===== config.mk =====
export PLATFORM = sky130hd
export DESIGN_NAME = pipeline_hazard_ctrl
export DESIGN_NICKNAME = d
export VERILOG_FILES = /design/src/rtl/lc3b_types.sv /design/src/rtl/dmem_sequencer.sv /design/src/rtl/pipeline_hazard_ctrl.sv
export SDC_FILE = /design/constraint.sdc
export NUM_CORES = 1
export LEC_CHECK = 0
export CAP_MARGIN = 20
export CORE_ASPECT_RATIO = 0.9
export CORE_MARGIN = 5
export CORE_UTILIZATION = 60
export CTS_CLUSTER_SIZE = 28
export DETAILED_ROUTE_END_ITERATION = 7
export DONT_BUFFER_PORTS = 1
export PLACE_DENSITY_LB_ADDON = 0.05
export SYNTH_ARGS = -nofsm -noshare
export SYNTH_HDL_FRONTEND = slang
export SYNTH_HIERARCHICAL = 1
export SYNTH_SLANG_ARGS = --single-unit

===== constraint.sdc =====
create_clock -name clk -period 2.8 [get_ports clk]
set_input_delay 0.56 -clock clk [delete_from_list [all_inputs] [get_ports clk]]
set_output_delay 0.56 -clock clk [all_outputs]
set_load 0.02 [all_outputs]

===== src/rtl/lc3b_types.sv =====
// Shared LC-3b pipeline types: register indices, opcodes and the D-cache sequencer state.
package lc3b_types;

    typedef logic [2:0] lc3b_reg;

    typedef enum logic [3:0] {
        op_br   = 4'd0,
        op_add  = 4'd1,
        op_ldb  = 4'd2,
        op_stb  = 4'd3,
        op_jsr  = 4'd4,
        op_and  = 4'd5,
        op_ldr  = 4'd6,
        op_str  = 4'd7,
        op_rti  = 4'd8,
        op_not  = 4'd9,
        op_ldi  = 4'd10,
        op_sti  = 4'd11,
        op_jmp  = 4'd12,
        op_shf  = 4'd13,
        op_lea  = 4'd14,
        op_trap = 4'd15
    } lc3b_opcode;

    typedef enum logic {
        MS_FIRST  = 1'b0,
        MS_SECOND = 1'b1
    } mem_seq_state_t;

    // LDI/STI take two D-cache accesses: pointer fetch, then the real access.
    function automatic logic is_indirect(input lc3b_opcode op);
        return (op == op_ldi) || (op == op_sti);
    endfunction

endpackage


===== src/rtl/dmem_sequencer.sv =====
// Tracks which D-cache access of an LDI/STI the MEM stage is on and
// reports when MEM must hold the pipe.
module dmem_sequencer
    import lc3b_types::*;
(
    input  logic       clk,
    input  logic       reset_n,
    input  logic       mem_access,
    input  lc3b_opcode mem_opcode,
    input  logic       dmem_resp,
    output logic       mem_stall,
    output logic       indirect_phase
);

    mem_seq_state_t state_q, state_d;

    always_ff @(posedge clk or negedge reset_n) begin
        if (!reset_n) begin
            state_q <= MS_FIRST;
        end else begin
            state_q <= state_d;
        end
    end

    // A response in MS_FIRST only finishes the instruction if it is not indirect.
    always_comb begin
        state_d        = state_q;
        mem_stall      = 1'b0;
        indirect_phase = 1'b0;
        case (state_q)
            MS_FIRST: begin
                if (mem_access && dmem_resp && is_indirect(mem_opcode)) begin
                    state_d = MS_SECOND;
                end
                mem_stall = mem_access && !(dmem_resp && !is_indirect(mem_opcode));
            end
            MS_SECOND: begin
                indirect_phase = 1'b1;
                if (dmem_resp) begin
                    state_d = MS_FIRST;
                end
                mem_stall = mem_access && !dmem_resp;
            end
            default: begin
                state_d = MS_FIRST;
            end
        endcase
    end

endmodule


===== src/rtl/pipeline_hazard_ctrl.sv =====
// Stall/flush sequencer for the 5-stage LC-3b pipeline: drives every stage
// register enable and bubble strobe, and counts stall and redirect cycles.
module pipeline_hazard_ctrl
    import lc3b_types::*;
#(
    parameter int CNT_W = 16
) (
    input  logic             clk,
    input  logic             reset_n,
    input  logic             imem_read,
    input  logic             imem_resp,
    input  logic             id_valid,
    input  lc3b_reg          id_sr1,
    input  lc3b_reg          id_sr2,
    input  logic             id_sr2_used,
    input  logic             exec_mem_read,
    input  lc3b_reg          exec_dest,
    input  logic             mem_access,
    input  lc3b_opcode       mem_opcode,
    input  logic             dmem_resp,
    input  logic             branch_taken,
    output logic             load_pc,
    output logic             load_if_id,
    output logic             load_id_ex,
    output logic             load_ex_mem,
    output logic             load_mem_wb,
    output logic             flush_if_id,
    output logic             flush_id_ex,
    output logic             flush_ex_mem,
    output logic             indirect_phase,
    output logic [CNT_W-1:0] stall_cycles,
    output logic [CNT_W-1:0] flush_count
);

    logic             mem_stall;
    logic             load_use;
    logic             imem_stall;
    logic             stall_event;
    logic             redirect;
    logic [CNT_W-1:0] stall_cycles_q, stall_cycles_d;
    logic [CNT_W-1:0] flush_count_q, flush_count_d;

    dmem_sequencer u_dmem_sequencer (
        .clk            (clk),
        .reset_n        (reset_n),
        .mem_access     (mem_access),
        .mem_opcode     (mem_opcode),
        .dmem_resp      (dmem_resp),
        .mem_stall      (mem_stall),
        .indirect_phase (indirect_phase)
    );

    assign load_use   = id_valid && exec_mem_read &&
                        ((exec_dest == id_sr1) || (id_sr2_used && (exec_dest == id_sr2)));
    assign imem_stall = imem_read && !imem_resp;

    // A MEM stall freezes everything including WB so forwarding sources hold still.
    always_comb begin
        load_pc      = 1'b1;
        load_if_id   = 1'b1;
        load_id_ex   = 1'b1;
        load_ex_mem  = 1'b1;
        load_mem_wb  = 1'b1;
        flush_if_id  = 1'b0;
        flush_id_ex  = 1'b0;
        flush_ex_mem = 1'b0;
        redirect     = 1'b0;
        stall_event  = 1'b0;
        if (mem_stall) begin
            load_pc     = 1'b0;
            load_if_id  = 1'b0;
            load_id_ex  = 1'b0;
            load_ex_mem = 1'b0;
            load_mem_wb = 1'b0;
            stall_event = 1'b1;
        end else if (branch_taken) begin
            flush_if_id  = 1'b1;
            flush_id_ex  = 1'b1;
            flush_ex_mem = 1'b1;
            redirect     = 1'b1;
        end else if (load_use) begin
            load_pc     = 1'b0;
            load_if_id  = 1'b0;
            flush_id_ex = 1'b1;
            stall_event = 1'b1;
        end else if (imem_stall) begin
            load_pc     = 1'b0;
            flush_if_id = 1'b1;
            stall_event = 1'b1;
        end
    end

    always_comb begin
        stall_cycles_d = stall_cycles_q + CNT_W'(stall_event);
        flush_count_d  = flush_count_q + CNT_W'(redirect);
    end

    always_ff @(posedge clk or negedge reset_n) begin
        if (!reset_n) begin
            stall_cycles_q <= '0;
            flush_count_q  <= '0;
        end else begin
            stall_cycles_q <= stall_cycles_d;
            flush_count_q  <= flush_count_d;
        end
    end

    assign stall_cycles = stall_cycles_q;
    assign flush_count  = flush_count_q;

endmodule

==> impl_metrics.ini <==
[timing]
fin_crit_sh_pct = 88.89
rsz0062_at_grt = no
slew_viol_final = 0
post-route-min-period_ps = 2489
setup_tns_ps = 0
hold_viol = 0
setup_viol = 0
fmax_mhz = 401.8
worst_pin_slew_ps = 627.9
fin_skew_ps = 1.916
slew_headroom_pct = 57.82

[job]
cap_violations = 0

[final_layout]
layout-drive-gt1-share_pct = 7.534
finalNetCount = 173
fill_cells = 184
final_util_pct = 67.39
area_growth_pct = 7.091
antenna_cells = 0

[synth]
syn-instance-count = 138
syn_avg_cell_area_sq_um = 11.25
synth.most_common_cell = dfrtp_1
synth_top_area_cell = dfrtp_1
ys.warnings.count = 6
yosys-top-cells-count = 33 x dfrtp_1, 25 x xnor2_1, 14 x nand3_1, 11 x nand2_1, 9 x xor2_1
syn_nets = 165
synth_top_flop_cell = dfrtp_1
yosys.area.top_type_share_pct = 53.18
syn_area_sq_um = 1553
ys_async_sr_fraction_pct = 100.0
synth_cell_types = 25
ys_ff_latch = 33
synthTopCellsByArea = dfrtp_1 53%, xnor2_1 14%, xor2_1 5.1%, nand3_1 4.5%, ha_1 3.2%
synth_edf_count = 0
yosysSeqAreaShare_pct = 53.18

[setup_path]
end_kind = flip-flop
cp.arrival_ps = 2740
path_cells = nand4bb_1 -> a21boi_1 -> nor2b_1 -> ha_1 -> ha_1 -> nand2_1 -> nor3_1 -> xor2_1
start_kind = flip-flop
slowest_delay_ps = 480
crit_path_frequent_cell = ha_1
cp_slowest_cell = dfrtp_1
cp_max_fo = 6
worstSetupPathType = reg2reg
cp_data_required_time_ps = 3050

[grt]
grt_max_degree = 34
grt_use_total_pct = 17.11
grt_pass1_wl_microns = 4850
top_usage_layer = met2
grt_pass1_vias = 1084
use_met1_pct = 18.91
grt.met3_usage_pct = 9.884
antenna_found_initial = 0
grt.overflow.total = 0
use_met2_pct = 27.54

[clocking]
cts_buffers = 5
worstSkewPairLatency_ps = 320
cts_hold_buf = 1
postCtsSetupBuffers = 0
cts_buffer_depth = 2
clock-sinks = 33
cts-resized-gates = 0
cts_root_buf = clkbuf_4
clk_pin_slew_worst_paths_ps = 90
cts_tree = yes
htree_levels = 2

[floorplanning]
std_cell_rows = 17
initial_core_util_pct = 62.93
io_pins = 64
design.die.area_sq_um = 3707
coreArea_sq_um = 2467
die_h_microns = 58.26
die_w_microns = 63.63

[drt]
wire_per_inst_microns = 16.35
vias = 1046
ant_nets = 0
post-route-drc-count = 0
viasPerCell = 6.011
wl_microns = 2845
drt_iter0_drc = 40
firstDrtPassIters = 4

[power]
pwr_density_cell_nw_per_um2 = 748.2
max-vdd-ir-drop_mv = 0.7392
p_leak_nw = 0.7616

[min_path]
hold_path.class = in2async

[placement]
port_buffers = 0
gp_congestion = 0.7361
dp_hpwl_microns = 2182

[status]
outcome = finished clean
-- report_power, final --
part	total, mW	switching, mW	internal [mW]
Clock	0.259	0.141	0.118
Combinational	0.171	0.0854	0.0857
Sequential	0.814	0.249	0.565
-- worst max-delay path: cells and delay by family (launching register included) --
family          cells  cell delay (ps)
compound gates      1              150
xor+xnor            1              170
fa+ha+maj           2              650
flops               1              480
simple gates        4              980
-- registers in the layout (all words and copies together), names as in the netlist --
signal	count
flush_count	16
stall_cycles	16
u_dmem_sequencer/state_q	1
-- cell type report --
class	count	area (sq um)	share of cell area (%)
clock buffer	7	55.05	3.311
tap	28	35.03	2.107
inverter	5	18.77	1.129
timing repair buffer	3	35.03	2.107
sequential	33	825.8	49.66
multi-input combinational	98	693.2	41.69
-- final timing paths --
| kind | startpoint | cells past startpoint | endpoint | slack [ps] |
|---|---|---|---|---|
| max | u_dmem_sequencer/state_q$_DFF_PN0_ | 8 | flush_count[14]$_DFF_PN0_ | 310 |
| min | reset_n | 1 | stall_cycles[7]$_DFF_PN0_ | 50 |
| max reg2reg | u_dmem_sequencer/state_q$_DFF_PN0_ | 8 | flush_count[14]$_DFF_PN0_ | 310 |
| min reg2reg | stall_cycles[15]$_DFF_PN0_ | 1 | stall_cycles[15]$_DFF_PN0_ | 610 |
| max in group asynchronous | reset_n | 1 | flush_count[8]$_DFF_PN0_ | 2570 |
| min in group clk | dmem_resp | 1 | u_dmem_sequencer/state_q$_DFF_PN0_ | 340 |
-- cell usage in the layout, fill, tap and decap left out, types with 2 or more instances in the layout --
master    Yosys  final
buf_4         2      2
ha_1          4      4
xor2_1        9      9
inv_1         5      5
and3_1        3      3
nor2_1        5      5
a21oi_1       2      2
and4_1        2      2
nand2_1      11     11
nor3_1        5      5
xnor2_1      25     25
dfrtp_1      33     33
clkbuf_4      0      5
nand3_1      14     14
nand4_1       7      7
-- metrics by stage --
step	power, mW	setup slack [ps]	hold WS (ps)	instance area, sq um	instances
6_report	1.244	311.1	50.58	1663	174
5_1_grt	1.337	106.3	34.32	1663	174
4_1_cts	1.264	295.6	46.16	1663	174
3_5_place_dp	0.9875	142.3	265.2	1588	166
3_3_place_gp	0.9711	205.0	265.2	1588	166
2_1_floorplan	0.9238	347.2	264.4	1553	138
-- routing by layer --
layer | share of wire (%) | wire length (microns) | vias to the layer above
met5 | 0 | 0 | -
met4 | 1.2 | 35 | 0
met3 | 9.6 | 273 | 5
met2 | 48 | 1379 | 39
met1 | 41 | 1157 | 507
li1 | - | - | 495
-- cells by family (layout without fill, tap and decap cells) --
family / after synthesis / after routing / share of synthesized area (%)
compound gates: 6 / 6 / 2.499
xor+xnor: 34 / 34 / 19.18
flops: 33 / 33 / 53.18
fa+ha+maj: 4 / 4 / 3.223
buf+inv: 7 / 15 / 2.176
simple gates: 54 / 54 / 19.74
No activity file was read; power rests on OpenSTA's default activity.
